File: src/rtl/bp_pkg.sv
// Shared branch-predictor definitions: correction-bus width, field offsets
// and a typed view of one correction.
package bp_pkg;

  localparam int CORR_BUS_W = 104;
  localparam int CORR_DEPTH = 4;

  localparam int VALID_B     = 0;
  localparam int BRANCH_B    = 1;
  localparam int INST_LSB    = 2;
  localparam int INST_MSB    = 33;
  localparam int BRA_LSB     = 34;
  localparam int BRA_MSB     = 65;
  localparam int UNCOND_B    = 66;
  localparam int LINK_B      = 67;
  localparam int RET_B       = 68;
  localparam int PHT_B       = 69;
  localparam int BHT_B       = 70;
  localparam int FLUSH_V_B   = 71;
  localparam int FLUSH_LSB   = 72;
  localparam int FLUSH_MSB   = 103;

  // Packed MSB-first so it overlays the bus bit offsets above exactly.
  typedef struct packed {
    logic [31:0] flush_addr;
    logic        flush_valid;
    logic        bht;
    logic        pht;
    logic        ret;
    logic        link;
    logic        uncond;
    logic [31:0] branch_addr;
    logic [31:0] inst_addr;
    logic        branch_flag;
    logic        valid;
  } corr_t;

endpackage

File: src/rtl/bp_corr_arbiter_if.sv
// Dual-slot resolve-side handshake into the correction arbiter.
interface bp_corr_arbiter_if #(
  parameter int BUS_W = bp_pkg::CORR_BUS_W
);
  logic [BUS_W-1:0] corr_bus0_i;
  logic [BUS_W-1:0] corr_bus1_i;
  logic             in_ready_o;

  modport master (output corr_bus0_i, output corr_bus1_i, input  in_ready_o);
  modport slave  (input  corr_bus0_i, input  corr_bus1_i, output in_ready_o);
endinterface

File: src/rtl/bp_corr_fifo.sv
// Dual-push / single-pop in-order FIFO. Also exposes the entry that will sit
// at head after this edge so the caller can register it without a bypass mux.
module bp_corr_fifo import bp_pkg::*; #(
  parameter int DEPTH = CORR_DEPTH,
  parameter int BUS_W = CORR_BUS_W,
  parameter int CW    = $clog2(DEPTH+1)
) (
  input  logic             clk,
  input  logic             rst,
  input  logic             flush,
  input  logic             push0,
  input  logic             push1,
  input  logic [BUS_W-1:0] din0,
  input  logic [BUS_W-1:0] din1,
  input  logic             pop,
  output logic [CW-1:0]    count,
  output logic [CW-1:0]    count_nxt,
  output logic [BUS_W-1:0] head_nxt_data
);
  localparam int PW = $clog2(DEPTH);

  logic [BUS_W-1:0] mem [DEPTH];
  logic [PW-1:0]    head, tail, head_nxt, tail1;
  logic [1:0]       npush;
  logic [BUS_W-1:0] w0;

  always_comb begin
    npush     = {1'b0, push0} + {1'b0, push1};
    // A lone slot-1 push still lands at tail to keep the queue dense.
    w0        = push0 ? din0 : din1;
    tail1     = tail + PW'(1);
    head_nxt  = head + PW'(pop);
    count_nxt = flush ? '0 : count + CW'(npush) - CW'(pop);
    // If nothing older survives the pop, next head is the first word written now.
    head_nxt_data = (count == CW'(pop)) ? w0 : mem[head_nxt];
  end

  always_ff @(posedge clk or negedge rst) begin
    if (!rst) begin
      head  <= '0;
      tail  <= '0;
      count <= '0;
    end else if (flush) begin
      head  <= '0;
      tail  <= '0;
      count <= '0;
    end else begin
      head  <= head_nxt;
      tail  <= tail + PW'(npush);
      count <= count_nxt;
    end
  end

  always_ff @(posedge clk) begin
    if (!flush && npush != 2'd0) mem[tail]  <= w0;
    if (!flush && npush == 2'd2) mem[tail1] <= din1;
  end

endmodule

File: src/rtl/bp_corr_arbiter.sv
// Branch-correction scheduler: queues up to two resolve-slot corrections per
// cycle and feeds the predictor one registered correction per cycle.
module bp_corr_arbiter import bp_pkg::*; #(
  parameter int DEPTH = CORR_DEPTH,
  parameter int BUS_W = CORR_BUS_W
) (
  input  logic                       clk,
  input  logic                       rst,
  input  logic                       flush_i,
  bp_corr_arbiter_if.slave           req,
  output logic [BUS_W-1:0]           corr_branch_bus_o,
  output logic [$clog2(DEPTH+1)-1:0] pending_o
);
  localparam int CW = $clog2(DEPTH+1);

  logic [CW-1:0]    count, count_nxt;
  logic [BUS_W-1:0] head_nxt_data;
  logic             ready, push0, push1, pop;

  // Ready ignores the same-cycle drain so two free slots are always real.
  assign ready = (count <= CW'(DEPTH-2));
  assign push0 = req.corr_bus0_i[VALID_B] & ready & ~flush_i;
  assign push1 = req.corr_bus1_i[VALID_B] & ready & ~flush_i;
  assign pop   = (count != '0) & ~flush_i;

  assign req.in_ready_o = ready;
  assign pending_o      = count;

  bp_corr_fifo #(.DEPTH(DEPTH), .BUS_W(BUS_W), .CW(CW)) u_fifo (
    .clk           (clk),
    .rst           (rst),
    .flush         (flush_i),
    .push0         (push0),
    .push1         (push1),
    .din0          (req.corr_bus0_i),
    .din1          (req.corr_bus1_i),
    .pop           (pop),
    .count         (count),
    .count_nxt     (count_nxt),
    .head_nxt_data (head_nxt_data)
  );

  always_ff @(posedge clk or negedge rst) begin
    if (!rst)                   corr_branch_bus_o <= '0;
    else if (count_nxt != '0)   corr_branch_bus_o <= head_nxt_data | BUS_W'(1);
    else                        corr_branch_bus_o <= '0;
  end

endmodule

File: src/flat_wrapper.sv
// flat-port wrapper written by rule: the top's interface ports become plain ports
module bp_corr_arbiter_flat import bp_pkg::*;
#(
  parameter int DEPTH = CORR_DEPTH,
  parameter int BUS_W = CORR_BUS_W
)
  (clk, rst, flush_i, corr_branch_bus_o, pending_o, req_corr_bus0_i, req_corr_bus1_i, req_in_ready_o);
  bp_corr_arbiter_if #(.BUS_W(BUS_W)) req_i ();
  input  logic clk;
  input  logic rst;
  input  logic flush_i;
  output logic [BUS_W-1:0] corr_branch_bus_o;
  output logic [$clog2(DEPTH+1)-1:0] pending_o;
  input wire logic [$bits(req_i.corr_bus0_i)-1:0] req_corr_bus0_i;
  input wire logic [$bits(req_i.corr_bus1_i)-1:0] req_corr_bus1_i;
  output wire logic [$bits(req_i.in_ready_o)-1:0] req_in_ready_o;
  assign req_i.corr_bus0_i = req_corr_bus0_i;
  assign req_i.corr_bus1_i = req_corr_bus1_i;
  assign req_in_ready_o = req_i.in_ready_o;
  bp_corr_arbiter #(.DEPTH(DEPTH), .BUS_W(BUS_W)) u_core (.clk(clk), .rst(rst), .flush_i(flush_i), .req(req_i), .corr_branch_bus_o(corr_branch_bus_o), .pending_o(pending_o));
endmodule
File: config.mk
export PLATFORM = sky130hd
export DESIGN_NAME = bp_corr_arbiter_flat
export DESIGN_NICKNAME = d
export VERILOG_FILES = /design/src/rtl/bp_pkg.sv /design/src/rtl/bp_corr_arbiter_if.sv /design/src/rtl/bp_corr_fifo.sv /design/src/rtl/bp_corr_arbiter.sv /design/src/flat_wrapper.sv
export SDC_FILE = /design/constraint.sdc
export NUM_CORES = 1
export LEC_CHECK = 0
export BUFFER_PORTS_ARGS = -buffer_cell sky130_fd_sc_hd__clkbuf_2
export CAP_MARGIN = 20
export CORE_MARGIN = 1
export CORE_UTILIZATION = 54
export CTS_CLUSTER_SIZE = 24
export DETAILED_ROUTE_END_ITERATION = 8
export PLACE_DENSITY_LB_ADDON = 0.12
export SYNTH_ARGS = -nofsm -noshare
export SYNTH_HDL_FRONTEND = slang
export SYNTH_SLANG_ARGS = --single-unit
File: constraint.sdc
create_clock -name clk -period 24.6 [get_ports clk]
set_input_delay 4.92 -clock clk [delete_from_list [all_inputs] [get_ports clk]]
set_output_delay 4.92 -clock clk [all_outputs]
set_load 0.05 [all_outputs]
# [After elaboration in Yosys (flattened, before gate mapping)]
# Memory sizes are Yosys's and may differ from the RTL's.
# Cells that the tools add are included.
[totals] reg_bits=111 input_bits=211 output_inout_bits=108 n_memories=1 wordCells=37 ram_bits=416
[op_classes] n_lt_le_gt_ge=1 n_eq_ne=2 bitwise_logic=6 n_mux=11 add_sub_neg=6 reduce_logical=6
[mem_list] name="u_core.u_fifo.mem" words=4 word_bits=104 read_ports=1 rd_clocked_by_memory_dff=0 write_ports=2 line="bp_corr_fifo.sv:22" source="logic [BUS_W-1:0] mem [DEPTH];"
[ops] op="2-to-1 mux 104 bit" n=3
[ops] op="2-to-1 mux 3 bit" n=2
[ops] op="nonzero test 3 bit" n=2
[ops] op="AND 1 bit" n=5
[ops] op="2-to-1 mux 1 bit" n=4
[ops] op="2-to-1 mux 2 bit" n=2
[ops] op="adder 3 x 2 -> 3 bit" n=1
[ops] op="== test 3 x 1 -> 1 bit" n=1
[ops] op="less-or-equal comparator 3 x 2 -> 1 bit, second input constant" n=1
[ops] op="subtractor 3 x 1 -> 3 bit" n=1
[ops] op="adder 1 x 1 -> 2 bit" n=1
[ops] op="adder 2 x 1 -> 2 bit" n=1
[ops] op="adder 2 x 1 -> 2 bit, second input constant" n=1
[ops] op="adder 2 bit" n=1
[ops] op="== test 2 bit, second input constant" n=1
[ops] op="logical AND 1 bit" n=2
[ops] op="nonzero test 2 bit" n=1
[ops] op="zero test 1 bit" n=1
[ops] op="inverter 1 bit" n=1

# [Logic depth before layout (Yosys ltp)]
# Gate-level depths: netlist of run 1.
[depth] depth_word=9 depth_mapped=17

# [By module]
# A second synthesis of run 1 with hierarchy kept.
[unflattened] cells_unflattened=2081 hier_area_um2=25654.6
[by_module_without_submodules] mod="bp_corr_fifo" n_inst=1 seq_area_each_um2=12667.1 area_per_inst_um2=22268.9 cells_per_inst=1856
[by_module_without_submodules] mod="bp_corr_arbiter" n_inst=1 seq_area_each_um2=2602.5 area_per_inst_um2=3385.7 cells_per_inst=225

# [Worst setup path before layout of run 1]
# Ideal clock, no wire load.
[synth_timing] kind="input-to-reg" start="in flush_i" end="mem u_core.u_fifo.mem[1][100] (netlist bit), enable pin" stages=8 setup_ns=1.111 path_slack_ns=1.508 t_arrival_ns=21.981 path_cell_list="buf_2 > a211oi_2 > and2_1 > buf_6 > buf_2 > ha_1 > nor2_1 > a2111oi_0"
[synth_lines] item="start, declared" line="flat_wrapper.sv:11" source="input logic flush_i;"
[synth_lines] item="end, declared" line="bp_corr_fifo.sv:22"

# [Worst setup path after layout of run 1]
[layout_timing] start="in flush_i" end="reg u_core.corr_branch_bus_o[69]"
[layout_via] elab_chain_cells=8
[layout_lines] item="inverter 1 bit" line="bp_corr_arbiter.sv:22, bp_corr_arbiter.sv:23, bp_corr_arbiter.sv:24"
[layout_lines] item="AND 1 bit, on equally long branches" line="bp_corr_arbiter.sv:22, bp_corr_arbiter.sv:23"
[layout_lines] item="adder 1 x 1 -> 2 bit" line="bp_corr_fifo.sv:28" source="npush = {1'b0, push0} + {1'b0, push1};"
[layout_lines] item="adder 3 x 2 -> 3 bit" line="bp_corr_fifo.sv:33" source="count_nxt = flush ? '0 : count + CW'(npush) - CW'(pop);"
[layout_lines] item="subtractor 3 x 1 -> 3 bit" line="bp_corr_fifo.sv:33"
[layout_lines] item="2-to-1 mux 3 bit" line="bp_corr_fifo.sv:33"
[layout_lines] item="nonzero test 3 bit" line="bp_corr_arbiter.sv:45" source="else if (count_nxt != '0) corr_branch_bus_o <= head_nxt_data | BUS_W'(1);"
[layout_lines] item="2-to-1 mux 104 bit (*)" line="bp_corr_arbiter.sv:45"
[layout_lines] item="end signal, assigned" line="bp_corr_arbiter.sv:45"
[layout_lines] item="end, declared" line="bp_corr_arbiter.sv:11" source="output logic [BUS_W-1:0] corr_branch_bus_o,"
# Mark *: on every way between the ends. The rest lies on a longest branch, timed or not.

==> flow_summary_export.csv, run 1 <==
group,metric,value,unit
status,outcome,"finished, final reports clean",
global_route,first_global_vias,16626,
layout,final_layout_size_suffix_gt1_share,48.9,%
global_route,grtUsageTotal,27.3,%
setup_path,reg2reg_from,"u_core.u_fifo.count[1]$_DFF_PN0_",
worst_hold_path,holdPathEnd,"u_core.corr_branch_bus_o[20]$_DFF_PN0_",
setup_path,rr_endpoint,"u_core.corr_branch_bus_o[69]$_DFF_PN0_",
power_and_ir_drop,p_leak,11.5,nW
clocking,post_cts_buffers,0,
layout,stdcell_area,29600,µm²
placement,placed_area,27800,µm²
run,drv_cap,0,
timing,drv_slew,0,
placement,placement.io_buffers,318,
clocking,cts_resized,0,
clocking,clockBufferDepth,3,
clocking,insertion_delay,0.59,ns
worst_hold_path,worstHoldStart,"u_core.u_fifo.mem[3][20]$_DFFE_PP_",
yosys,synth.ff_latch_count,523,
floorplan,io_pins,319,
timing,fin_worst_hold_slack,0.830,ns
floorplan,core_area,47000,µm²
clocking,cts.sinks,523,
yosys,synthesis.nets,1854,
setup_path,r2r_cells,11,
setup_path,required,25.00,ns
timing,skew,0.00852,ns
placement,dp.cells,2464,
placement,dp_hpwl,36.8,mm
power_and_ir_drop,power_density,111,nW/µm²
detailed_routing,dr.pass1.iters,7,
floorplan,die_w,221,µm
detailed_routing,postRouteAntennaNets,0,
clocking,cts_inserted_buffers,55,
timing,tightestPinTransition,1.07,ns
setup_path,arrival,10.13,ns
global_route,antenna_found_initial,10,
clocking,htreeDepth,2,
placement,gp_congestion,0.772,
clocking,clkSlewWorstSetupHoldPaths,0.06,ns
setup_path,endpoint_kind,"flip-flop",
timing,hold_viol_final,0,
yosys,yosys_warnings,0,
yosys,synth.distinct_cells,31,
layout,syn2layout_area_growth,14.0,%
detailed_routing,num_vias,15679,
detailed_routing,drtIter0Drc,1277,
clocking,cts_tree,"done",
global_route,grt_overflow,0,
layout,finalNonFillerCells,2565,
detailed_routing,totalWireLength,66.3,mm
setup_path,path_class,"input pin to flip-flop",
global_route,grt_start_max_net_pins,89,
yosys,postSynthCellCount,1634,
power_and_ir_drop,ir_worst_vdd,0.000108,V
timing,setup_viol,0,
yosys,syn_area,25900,µm²
timing,maxSlewHeadroom,28.4,%
setup_path,crit_path_max_fanout,69,
global_route,grt_pass1_wl,102,mm
worst_hold_path,holdCritPathClass,"flip-flop to flip-flop",
timing,min_period_over_period,39.5,%
timing,fin_crit,9.73,ns
yosys,syn_avg_cell_area,15.9,µm²
layout,nets,2134,
setup_path,r2r_setup_slack,18.99,ns
layout,final_util,63.0,%
detailed_routing,viasPerCell,6.11,
floorplan,core.rowCount,79,
timing,fmax,0.103,GHz
yosys,synth_seq_area_share,58.4,%
timing,fin_tns_setup,0,ns
setup_path,start_kind,"input pin",
worst_hold_path,hold_depth,3,
timing,rsz0062_at_grt,"false",
clocking,ctsHoldBuffers,0,
clocking,cts_root_buf,"clkbuf_16",
floorplan,dieArea,48900,µm²
detailed_routing,drc,0,
detailed_routing,drt-wirelength-per-cell,25.8,µm
floorplan,fp.dieH,221,µm
floorplan,initial_core_util,55.3,%
-- cells by family after synthesis --
logic type      count (synthesis)  synth area share, %
flops                         523                 58.4
mux                           515                 28.9
simple gates                  330                 4.84
buf+inv                       137                 3.35
compound gates                115                 3.93
fa+ha+maj                       9                0.463
xor+xnor                        5                0.169
-- worst max-delay path: stages --
cell and delay, ns:
clkbuf_2 0.29, a211oi_2 0.31, and2_4 0.62, buf_4 0.95, ha_1 0.32, inv_1 0.06
ha_1 0.29, fa_1 0.38, xnor2_1 0.25, a31o_4 0.73, buf_4 0.80, a311oi_1 0.12
-- where the power goes --
| part | internal [mW] | total (mW) | switching [mW] | leakage, nW |
|---|---|---|---|---|
| logic | 0.486 | 1.30 | 0.818 | 5.46 |
| registers | 1.11 | 1.16 | 0.0469 | 5.19 |
| clock network | 0.478 | 0.817 | 0.339 | 0.856 |
| total | 2.08 | 3.28 | 1.20 | 11.5 |
-- area by class of cell --
| cell class | count | area [µm²] |
|---|---|---|
| clock buffer | 86 | 1620 |
| timing repair buffer | 350 | 1830 |
| fill | 3527 | 17400 |
| tap | 607 | 759 |
| sequential | 523 | 15100 |
| clock inverter | 11 | 129 |
| multi-input combinational | 974 | 10000 |
| antenna | 4 | 10.0 |
| inverter | 10 | 40.0 |
-- layer usage --
layer / vias to the layer above / global-route usage, % / wire length [µm]
met3: 99 / 5.32 / 4110
met5: - / 0 / 68
met4: 12 / 8.30 / 1410
li1: 6904 / - / -
met1: 8198 / 36.4 / 27700
met2: 466 / 45.4 / 32900
-- registers in the layout, summed over array words and instances (netlist names) --
signal and flops:
u_core.u_fifo.mem 412, u_core.corr_branch_bus_o 104, u_core.u_fifo.count 3, u_core.u_fifo.head 2, u_core.u_fifo.tail 2
-- metrics by stage --
| step | setup slack [ns] | total power, mW |
|---|---|---|
| detailed placement | 14.31 | 2.49 |
| CTS | 14.95 | 3.30 |
| finish | 14.87 | 3.28 |
| global placement | 14.41 | 2.47 |
| global route | 14.74 | 3.42 |
| floorplan | 1.51 | 2.19 |
-- worst max-delay path by stage --
| stage | start | end | slack (ns) |
|---|---|---|---|
| final | flush_i | u_core.corr_branch_bus_o[69]$_DFF_PN0_ | 14.87 |
| after global routing | flush_i | u_core.corr_branch_bus_o[11]$_DFF_PN0_ | 14.74 |
| after CTS | flush_i | u_core.corr_branch_bus_o[69]$_DFF_PN0_ | 14.95 |
| after detailed placement | flush_i | u_core.corr_branch_bus_o[69]$_DFF_PN0_ | 14.31 |
| after global placement | flush_i | u_core.corr_branch_bus_o[65]$_DFF_PN0_ | 14.41 |
| after floorplan | flush_i | u_core.u_fifo.mem[1][100]$_DFFE_PP_ | 1.51 |
-- placed cells by master (no fill, tap or decap), drive strengths merged, types with 2 or more instances in the layout --
cell     instances
buf             33
nor2           114
nand2          209
a311oi         103
o31ai            2
clkbuf         403
clkinv           8
mux4           103
nor2b            3
xor2             2
diode            4
a211oi           2
mux2           412
a2111oi          2
inv             10
edfxtp         412
bufinv           3
xnor2            3
a21oi            3
dfrtp          111
ha               8
o21ai            2
and2             2
-- synthesized netlist by cell type, drive strengths merged --
library cell / n / area [µm²]
and2: 2 / 12.5
clkbuf: 23 / 87.6
ha: 8 / 100
mux4: 103 / 2320
edfxtp: 412 / 12400
a31o: 1 / 8.76
a2111oi: 2 / 17.5
nand2b: 1 / 6.26
buf: 104 / 744
xor2: 2 / 17.5
nor3: 1 / 5.00
inv: 10 / 37.5
mux2: 412 / 5160
fa: 1 / 20.0
a211oi: 2 / 32.5
o21ai: 2 / 17.5
dfrtp: 111 / 2780
a21oi: 3 / 15.0
o31ai: 2 / 25.0
a311oi: 103 / 902
nor2b: 3 / 18.8
xnor2: 3 / 26.3
nand2: 209 / 785
nor2: 114 / 428
Note: power is estimated with default switching activity, not from simulation.
==> run 2: changes to the inputs <==
--- a/config.mk
+++ b/config.mk
@@ -8,7 +8,7 @@
 export BUFFER_PORTS_ARGS = -buffer_cell sky130_fd_sc_hd__clkbuf_2
 export CAP_MARGIN = 20
 export CORE_MARGIN = 1
-export CORE_UTILIZATION = 54
+export CORE_UTILIZATION = 53
 export CTS_CLUSTER_SIZE = 24
 export DETAILED_ROUTE_END_ITERATION = 8
 export PLACE_DENSITY_LB_ADDON = 0.12
==> constraint.sdc (replaced) <==
create_clock -name clk -period 7.8 [get_ports clk]
set_input_delay 1.56 -clock clk [delete_from_list [all_inputs] [get_ports clk]]
set_output_delay 1.56 -clock clk [all_outputs]
set_load 0.05 [all_outputs]
==> flow_summary_export.csv, run 2 (synthesis gave the netlist of run 1 again) <==
group,metric,value,unit
floorplan,core_area,48000,µm²
clocking,clockBufferDepth,3,
run,drv_cap,0,
global_route,grt_overflow,0,
layout,stdcell_area,29700,µm²
detailed_routing,viasPerCell,5.99,
global_route,grtUsageTotal,26.6,%
timing,setup_viol,0,
placement,gp_congestion,0.772,
layout,final_common_cell,"edfxtp_1",
layout,finalNonFillerCells,2581,
floorplan,fp.dieH,223,µm
setup_path,arrival,5.63,ns
timing,fmax,0.192,GHz
floorplan,io_pins,319,
detailed_routing,drtIter0Drc,1137,
power_and_ir_drop,power_density,350,nW/µm²
placement,dp_slack,1.94,ns
clocking,clkSlewWorstSetupHoldPaths,0.06,ns
clocking,ctsHoldBuffers,0,
layout,regMostFlops,"u_core.u_fifo.mem",
clocking,post_cts_buffers,0,
floorplan,initial_core_util,54.0,%
global_route,antenna_found_initial,15,
detailed_routing,num_vias,15456,
power_and_ir_drop,ir_worst_vdd,0.000247,V
status,outcome,"finished, final reports clean",
timing,maxSlewHeadroom,28.9,%
layout,seq_area,15100,µm²
clocking,cts_inserted_buffers,55,
placement,dp.cells,2471,
power_and_ir_drop,p_leak,11.6,nW
layout,final_layout_size_suffix_gt1_share,49.1,%
layout,nets,2133,
setup_path,slowest_stage,"and2_4",
timing,skew,0.0122,ns
layout,syn2layout_area_growth,14.5,%
clocking,cts.sinks,523,
detailed_routing,totalWireLength,65.7,mm
placement,placement.io_buffers,318,
detailed_routing,dr.pass1.iters,5,
setup_path,endpoint_kind,"flip-flop",
clocking,cts_resized,0,
layout,fill_cells,3715,
timing,fin_tns_setup,0,ns
setup_path,start_kind,"input pin",
global_route,grt_start_max_net_pins,75,
timing,min_period_over_period,66.7,%
floorplan,dieArea,49800,µm²
timing,fin_crit,5.21,ns
timing,layout_setup_ws,2.59,ns
timing,drv_slew,0,
placement,dp_hpwl,36.4,mm
floorplan,core.rowCount,80,
detailed_routing,drt-wirelength-per-cell,25.4,µm
layout,layout_common_cells,"edfxtp_1, clkbuf_2, mux2_2",
clocking,insertion_delay,0.61,ns
clocking,htreeDepth,2,
timing,hold_viol_final,0,
global_route,grt_pass1_wl,99.0,mm
layout,top_regs,"u_core.u_fifo.mem (412), u_core.corr_branch_bus_o (104), u_core.u_fifo.count (3)",
setup_path,crit_chain,"clkbuf_2 -> a211oi_2 -> and2_4 -> ha_1 -> inv_1 -> ha_1 -> inv_1 -> ha_1 -> inv_1 -> fa_1 -> xnor2_1 -> a31o_4 -> buf_12 -> a311oi_1",
timing,tightestPinTransition,1.07,ns
worst_hold_path,holdCritPathClass,"flip-flop to flip-flop",
detailed_routing,postRouteAntennaNets,0,
layout,multiInputGateArea,10000,µm²
timing,rsz0062_at_grt,"false",
setup_path,required,8.23,ns
layout,largest_reg_flops,412,
floorplan,die_w,223,µm
global_route,first_global_vias,16290,
clocking,cts_tree,"done",
placement,placed_area,27900,µm²
clocking,cts_root_buf,"clkbuf_16",
setup_path,crit_path_max_fanout,69,
detailed_routing,drc,0,
setup_path,crit_path_max_incr_delay,0.69,ns
setup_path,path_class,"input pin to flip-flop",
[run 2: changes by cell type in the layout (fill, tap and decap cells not counted), sizes merged]
cell / before / now
buf: 33 / 32
clkbuf: 403 / 402
bufinv: 3 / 2
clkinv: 8 / 16
diode: 4 / 7
[run 2: worst max-delay path, delay by kind of cell]
kind | cells | cell delay, ns
buffers and inverters | 5 | 0.90
xor gates and xnor gates | 1 | 0.24
adders and majority gates | 4 | 1.14
and+or+nand+nor | 1 | 0.69
AOI/OAI and AO/OA | 3 | 0.99
[run 2: final timing paths]
| path | depth (start not counted) | startpoint | slack, ns | endpoint |
|---|---|---|---|---|
| setup / recovery | 14 | flush_i | 2.59 | u_core.corr_branch_bus_o[14]$_DFF_PN0_ |
| hold / removal | 3 | u_core.u_fifo.mem[3][15]$_DFFE_PP_ | 0.84 | u_core.corr_branch_bus_o[15]$_DFF_PN0_ |
| setup reg to reg | 13 | u_core.u_fifo.count[1]$_DFF_PN0_ | 3.39 | u_core.corr_branch_bus_o[14]$_DFF_PN0_ |
| hold reg to reg | 3 | u_core.u_fifo.mem[3][15]$_DFFE_PP_ | 0.84 | u_core.corr_branch_bus_o[15]$_DFF_PN0_ |
| max in group asynchronous | 2 | rst | 5.80 | u_core.corr_branch_bus_o[97]$_DFF_PN0_ |
| min in group asynchronous | 1 | rst | 0.85 | u_core.corr_branch_bus_o[43]$_DFF_PN0_ |
[run 2: routing by layer]
metal  global-route usage, %  vias to the layer above  wire [µm]
li1                        -                     6920          -
met1                    34.1                     7909      26600
met2                    44.9                      490      32500
met3                    6.44                      121       4800
met4                    7.88                       16       1680
met5                       0                        -         92
[run 2: power by group]
part / leakage [nW] / internal, mW / total [mW] / switching [mW]
Combinational: 5.47 / 1.56 / 4.13 / 2.57
Sequential: 5.19 / 3.51 / 3.66 / 0.144
Clock: 0.893 / 1.52 / 2.61 / 1.09
Total: 11.6 / 6.59 / 10.4 / 3.80
[run 2: cell type report]
class / instances / share of cell area [%]
multi-input cells: 974 / 33.8
well taps: 615 / 2.59
flip-flops and latches: 523 / 51.0
diodes: 7 / 0.0590
repair buffers: 349 / 6.36
clock inverters: 18 / 0.451
inverters: 10 / 0.135
clock buffers: 85 / 5.59
[run 2: metrics by stage]
step	hold WS, ns	util [%]	total power, mW
6_report	0.836	61.8	10.4
3_3_place_gp	0.816	58.1	7.84
3_5_place_dp	0.833	58.1	7.89
5_1_grt	0.837	61.8	10.8
4_1_cts	0.826	61.8	10.5
2_1_floorplan	0.583	-	6.87
